File: config.mk
export PLATFORM = sky130hd
export DESIGN_NAME = sync_fifo_param
export DESIGN_NICKNAME = d
export VERILOG_FILES = /design/src/rtl/sync_fifo_pkg.sv /design/src/rtl/sync_fifo_mem.sv /design/src/rtl/sync_fifo_param.sv
export SDC_FILE = /design/constraint.sdc
export NUM_CORES = 1
export LEC_CHECK = 0
export CAP_MARGIN = 20
export CELL_PAD_IN_SITES_DETAIL_PLACEMENT = 1
export CELL_PAD_IN_SITES_GLOBAL_PLACEMENT = 1
export CORE_ASPECT_RATIO = 1.2
export CORE_MARGIN = 4
export CORE_UTILIZATION = 47
export CTS_CLUSTER_DIAMETER = 80
export CTS_CLUSTER_SIZE = 40
export DETAILED_ROUTE_END_ITERATION = 10
export HOLD_SLACK_MARGIN = 0.03
export PLACE_DENSITY_LB_ADDON = 0.1
export SKIP_LAST_GASP = 1
export SYNTH_ARGS = -nofsm -noshare
export SYNTH_HDL_FRONTEND = slang
export SYNTH_SLANG_ARGS = --single-unit
File: constraint.sdc
create_clock -name clk -period 3.2 [get_ports clk]
set_input_delay 0.96 -clock clk [delete_from_list [all_inputs] [get_ports clk]]
set_output_delay 0.96 -clock clk [all_outputs]
set_load 0.005 [all_outputs]
File: src/rtl/sync_fifo_pkg.sv
// sync_fifo_pkg: width helpers and the debug status bundle shared by sync_fifo_param
// and its storage sub-module.
package sync_fifo_pkg;

    function automatic int ptr_width(input int depth);
        return $clog2(depth);
    endfunction

    // One extra bit so the count can represent a completely full FIFO.
    function automatic int cnt_width(input int depth);
        return $clog2(depth) + 1;
    endfunction

    typedef struct packed {
        logic empty;
        logic full;
        logic almost_empty;
        logic almost_full;
        logic overflow;
        logic underflow;
    } fifo_status_t;

endpackage

File: src/rtl/sync_fifo_mem.sv
// sync_fifo_mem: FIFO storage array with one synchronous write port and one registered
// read port; the read register clears on the synchronous active-low reset.
module sync_fifo_mem
    import sync_fifo_pkg::*;
#(
    parameter int DATA_WIDTH = 8,
    parameter int FIFO_DEPTH = 8
) (
    input  logic                                clk,
    input  logic                                rst,
    input  logic                                i_wrEn,
    input  logic [ptr_width(FIFO_DEPTH)-1:0]    i_wrAddr,
    input  logic [DATA_WIDTH-1:0]               i_wrData,
    input  logic                                i_rdEn,
    input  logic [ptr_width(FIFO_DEPTH)-1:0]    i_rdAddr,
    output logic [DATA_WIDTH-1:0]               o_rdData
);

    logic [DATA_WIDTH-1:0] r_mem [FIFO_DEPTH];
    logic [DATA_WIDTH-1:0] r_rdData;

    // Storage is deliberately left out of reset so it maps onto plain RAM.
    always_ff @(posedge clk) begin
        if (i_wrEn) begin
            r_mem[i_wrAddr] <= i_wrData;
        end
    end

    always_ff @(posedge clk) begin
        if (!rst) begin
            r_rdData <= '0;
        end else if (i_rdEn) begin
            r_rdData <= r_mem[i_rdAddr];
        end
    end

    assign o_rdData = r_rdData;

endmodule

File: src/rtl/sync_fifo_param.sv
// sync_fifo_param: parametrised single-clock circular-buffer FIFO with occupancy count,
// threshold flags and a read-valid strobe. Define SYNC_FIFO_ERR_FLAGS_EN for sticky
// overflow/underflow registers; otherwise those ports are tied low.
module sync_fifo_param
    import sync_fifo_pkg::*;
#(
    parameter int DATA_WIDTH = 8,
    parameter int FIFO_DEPTH = 8,
    parameter int AF_THRESH  = FIFO_DEPTH - 2,
    parameter int AE_THRESH  = 1
) (
    input  logic                                clk,
    input  logic                                rst,
    input  logic [DATA_WIDTH-1:0]               din,
    input  logic                                wr,
    input  logic                                rr,
    output logic [DATA_WIDTH-1:0]               dout,
    output logic                                dout_valid,
    output logic                                empty,
    output logic                                full,
    output logic                                almost_empty,
    output logic                                almost_full,
    output logic [cnt_width(FIFO_DEPTH)-1:0]    count,
    output logic                                overflow,
    output logic                                underflow
);

    localparam int PW = ptr_width(FIFO_DEPTH);
    localparam int CW = cnt_width(FIFO_DEPTH);
    localparam logic [CW-1:0] FULL_CNT = CW'(FIFO_DEPTH);
    localparam logic [CW-1:0] AF_CNT   = CW'(AF_THRESH);
    localparam logic [CW-1:0] AE_CNT   = CW'(AE_THRESH);

    logic [PW-1:0] r_wrPtr;
    logic [PW-1:0] r_rdPtr;
    logic [CW-1:0] r_count;
    logic [CW-1:0] w_countNext;
    logic          r_doutValid;
    logic          w_empty;
    logic          w_full;
    logic          w_wrAcc;
    logic          w_rdAcc;
    logic          w_overflow;
    logic          w_underflow;
    fifo_status_t  w_status;

    assign w_empty = (r_count == '0);
    assign w_full  = (r_count == FULL_CNT);

    // Acceptance uses the registered flags, so a full FIFO rejects a write even when
    // a read drains an entry in the same cycle (and symmetrically when empty).
    assign w_wrAcc = wr && !w_full;
    assign w_rdAcc = rr && !w_empty;

    always_comb begin
        w_countNext = r_count;
        case ({w_wrAcc, w_rdAcc})
            2'b10:   w_countNext = r_count + CW'(1);
            2'b01:   w_countNext = r_count - CW'(1);
            default: w_countNext = r_count;
        endcase
    end

    // Pointers wrap for free because the depth is a power of two.
    always_ff @(posedge clk) begin
        if (!rst) begin
            r_wrPtr     <= '0;
            r_rdPtr     <= '0;
            r_count     <= '0;
            r_doutValid <= 1'b0;
        end else begin
            if (w_wrAcc) begin
                r_wrPtr <= r_wrPtr + PW'(1);
            end
            if (w_rdAcc) begin
                r_rdPtr <= r_rdPtr + PW'(1);
            end
            r_count     <= w_countNext;
            r_doutValid <= w_rdAcc;
        end
    end

    sync_fifo_mem #(
        .DATA_WIDTH (DATA_WIDTH),
        .FIFO_DEPTH (FIFO_DEPTH)
    ) u_mem (
        .clk      (clk),
        .rst      (rst),
        .i_wrEn   (w_wrAcc && rst),
        .i_wrAddr (r_wrPtr),
        .i_wrData (din),
        .i_rdEn   (w_rdAcc),
        .i_rdAddr (r_rdPtr),
        .o_rdData (dout)
    );

`ifdef SYNC_FIFO_ERR_FLAGS_EN
    logic r_overflow;
    logic r_underflow;

    always_ff @(posedge clk) begin
        if (!rst) begin
            r_overflow  <= 1'b0;
            r_underflow <= 1'b0;
        end else begin
            if (wr && w_full) begin
                r_overflow <= 1'b1;
            end
            if (rr && w_empty) begin
                r_underflow <= 1'b1;
            end
        end
    end

    assign w_overflow  = r_overflow;
    assign w_underflow = r_underflow;
`else
    assign w_overflow  = 1'b0;
    assign w_underflow = 1'b0;
`endif

    assign w_status.empty        = w_empty;
    assign w_status.full         = w_full;
    assign w_status.almost_empty = (r_count <= AE_CNT);
    assign w_status.almost_full  = (r_count >= AF_CNT);
    assign w_status.overflow     = w_overflow;
    assign w_status.underflow    = w_underflow;

    assign empty        = w_status.empty;
    assign full         = w_status.full;
    assign almost_empty = w_status.almost_empty;
    assign almost_full  = w_status.almost_full;
    assign overflow     = w_status.overflow;
    assign underflow    = w_status.underflow;
    assign count        = r_count;
    assign dout_valid   = r_doutValid;

endmodule

==> out/results.ini <==
[logic_synthesis]
syn_avg_cell_area_um2 = 14.9
ys.flop_type = edfxtp_1
synth.distinct_cells = 33
yosys_warnings = 0
synthTopCellsByArea = edfxtp_1 (57%), dfxtp_1 (11%), mux2i_1 (9.9%)
ys_ff_latch = 83
netlist_instances = 225
yosys.area.top_type = edfxtp_1
syn-cell-area_mm2 = 0.00335
synthArstFlopShare = 0
synth-seq-area-share = 0.687
synth_edf_count = 64
netlist.area_leader.share = 0.573

[clock_network]
cts_hold_buf = 0
cts_setup_buffers = 0
cts-buffers-inserted = 9
clock-root-buffer = clkbuf_8
h-tree-depth = 3
cts_sinks = 83
cts_buffer_depth = 2
cts.reportedPaths.clkPinSlew_ns = 0.08
clkLatencyLatePin_ns = 0.34
tritoncts = yes

[global_routing]
grt_pass1_vias = 2030
grt_start_max_net_pins = 31
grt_usage = 0.179
antenna_found_initial = 0
grt_pass1_wl_um = 11200
grt-ovfl-total = 0

[routing]
drc = 0
num_vias = 1984
drtIter0Drc = 124
wire_per_inst_um = 19.7
drt-pass1-iter-count = 4
vias_per_cell = 5.54
ant_nets = 0
routed_wl_um = 7050

[critical_path]
crit_path_max_fanout = 7
worstPathRequired_ns = 2.24
timing.rr.end = count[3]
cp_slowest_cell = clkdlybuf4s50_1
crit_type = reg2out
crit_chain = inv_1, ha_1, or3b_4, inv_1, clkdlybuf4s50_1
r2r_start = count[0]
r2r_slack_ns = 0.68
r2r_cells = 10
cpPeakStageDelay_ns = 0.49
cp-end-kind = output port
cp_top_family = buffers and inverters
path_common_cell = inv_1
crit_buf_inv = 3
arrival_ns = 2.05
cp-start-kind = flop

[floorplan]
start_util = 0.486
die_h_um = 101
num_rows = 33
die_area_mm2 = 0.00855
die_w_um = 85.1
io-pin-count = 31
core_mm2 = 0.00690

[sta]
min_period_ns = 3.01
rsz0062_at_grt = no
finalCritPeriodShare = 0.942
holdWs_ns = 0.470
worst_pin_slew_ns = 0.852
skew_ns = 0.0128
slew_headroom = 0.431
timing.fmax_mhz = 332
setup_tns_ns = 0
layout_setup_ws_ns = 0.186
setup_viol = 0
final_max_slew_viol_count = 0
hold_violations = 0

[placement]
pre_cts_slack_ns = 0.268
place_area_mm2 = 0.00379
globalplace.congestion = 0.698
port_buffers = 28
placedCellCount = 342
place_hpwl_um = 4640

[worst_hold_path]
hold_class = reg2reg
hold_start = u_mem.o_rdData[2]
hold_end = u_mem.o_rdData[2]
hold_depth = 1

[final_layout]
fill_cells = 675
diodes = 0
area_growth_pct = 18.5
fin_cells = 358
drive_gt1_frac = 0.125
fin_util = 0.576
fin_nets = 286
postLayoutCellArea_mm2 = 0.00397

[status]
status = finished, final reports clean

[power]
p_leak_nw = 1.35
ir_worst_vdd_uv = 427
total_power_mw = 2.73
p_per_area_mw_per_mm2 = 686

[run]
cap_violations = 0

==> kinds of logic (layout without fill, tap and decap cells) <==
logic type / Yosys count / after routing / synth area share
compound gates: 31 / 31 / 0.0706
xor+xnor: 7 / 7 / 0.0183
fa+ha+maj: 8 / 8 / 0.0299
buf+inv: 18 / 63 / 0.0265
flops: 83 / 83 / 0.687
mux: 33 / 33 / 0.0985
other cells: 1 / 2 / 0.00112
simple gates: 44 / 44 / 0.0683
==> report_power, final <==
part / internal, mW / leakage [nW] / switching, mW
registers: 1.24 / 0.734 / 0.0760
clock network: 0.322 / 0.0884 / 0.350
logic: 0.382 / 0.531 / 0.356
total: 1.94 / 1.35 / 0.783
==> cell usage in the layout (no fill, tap or decap), types with 4 or more instances in the layout <==
master,count
a21oi_1,4
nand3_1,8
mux2i_1,33
nor3_1,5
inv_1,6
xor2_1,6
a32o_1,7
a22oi_1,16
nand2_1,7
dfxtp_1,18
edfxtp_1,64
clkdlybuf4s50_1,28
nor2_1,11
buf_4,13
ha_1,8
clkbuf_8,11
==> metal layers <==
metal / vias up / part of all wire / GRT usage
met3: 9 / 0.024 / 0.0270
li1: 934 / - / -
met1: 1008 / 0.44 / 0.230
met4: 0 / 0.018 / 0.0767
met2: 33 / 0.52 / 0.303
met5: - / 0 / 0
==> cells in the mapped netlist, types with 3 or more instances <==
master and n:
ha_1 8, xor2_1 6, nand2_1 7, nor2_1 11, mux2i_1 33, a22oi_1 16, buf_2 5, a32o_1 7
buf_1 3, nand3_1 8, dfxtp_1 19, nor3_1 5, a21oi_1 4, edfxtp_1 64, inv_1 6
==> final cells by class <==
type                    instances  area, um2  area share
clock buffers                  12        155      0.0391
well taps                      87        109      0.0274
flip-flops and latches         83       2300       0.580
inverters                       6       22.5     0.00567
repair buffers                 41        378      0.0951
multi-input cells             125        980       0.247
clock inverters                 4       25.0     0.00630
==> registers in the layout (all words and copies together) (netlist names) <==
signal,cells
r_rdPtr,3
dout_valid,1
u_mem.o_rdData,8
u_mem.r_mem,64
count,4
r_wrPtr,3
==> worst register-to-register path: stages (launching register included) <==
cell,delay [ns]
dfxtp_1,0.49
inv_1,0.14
ha_1,0.23
or3b_4,0.28
nand2_1,0.13
inv_1,0.08
ha_1,0.22
or4b_1,0.45
a21oi_1,0.19
xnor2_1,0.14
nor2_1,0.05
==> worst max path at each step <==
stage	cells after the start	from	end	slack, ns
2_1_floorplan	2	wr	u_mem.r_mem[1][0]	0.81
3_3_place_gp	8	rr	count[3]	0.31
3_5_place_dp	8	rr	count[3]	0.27
4_1_cts	5	count[0]	empty	0.08
5_1_grt	5	count[1]	empty	0.04
6_report	5	count[0]	empty	0.19
==> timing repair <==
action / 4_1_cts / 5_1_grt
gates resized for setup: 0 / 1
endpoints found under the setup margin: 0 / 1
hold endpoints to repair: 0 / 0
Note: power is estimated with default switching activity, not from simulation.
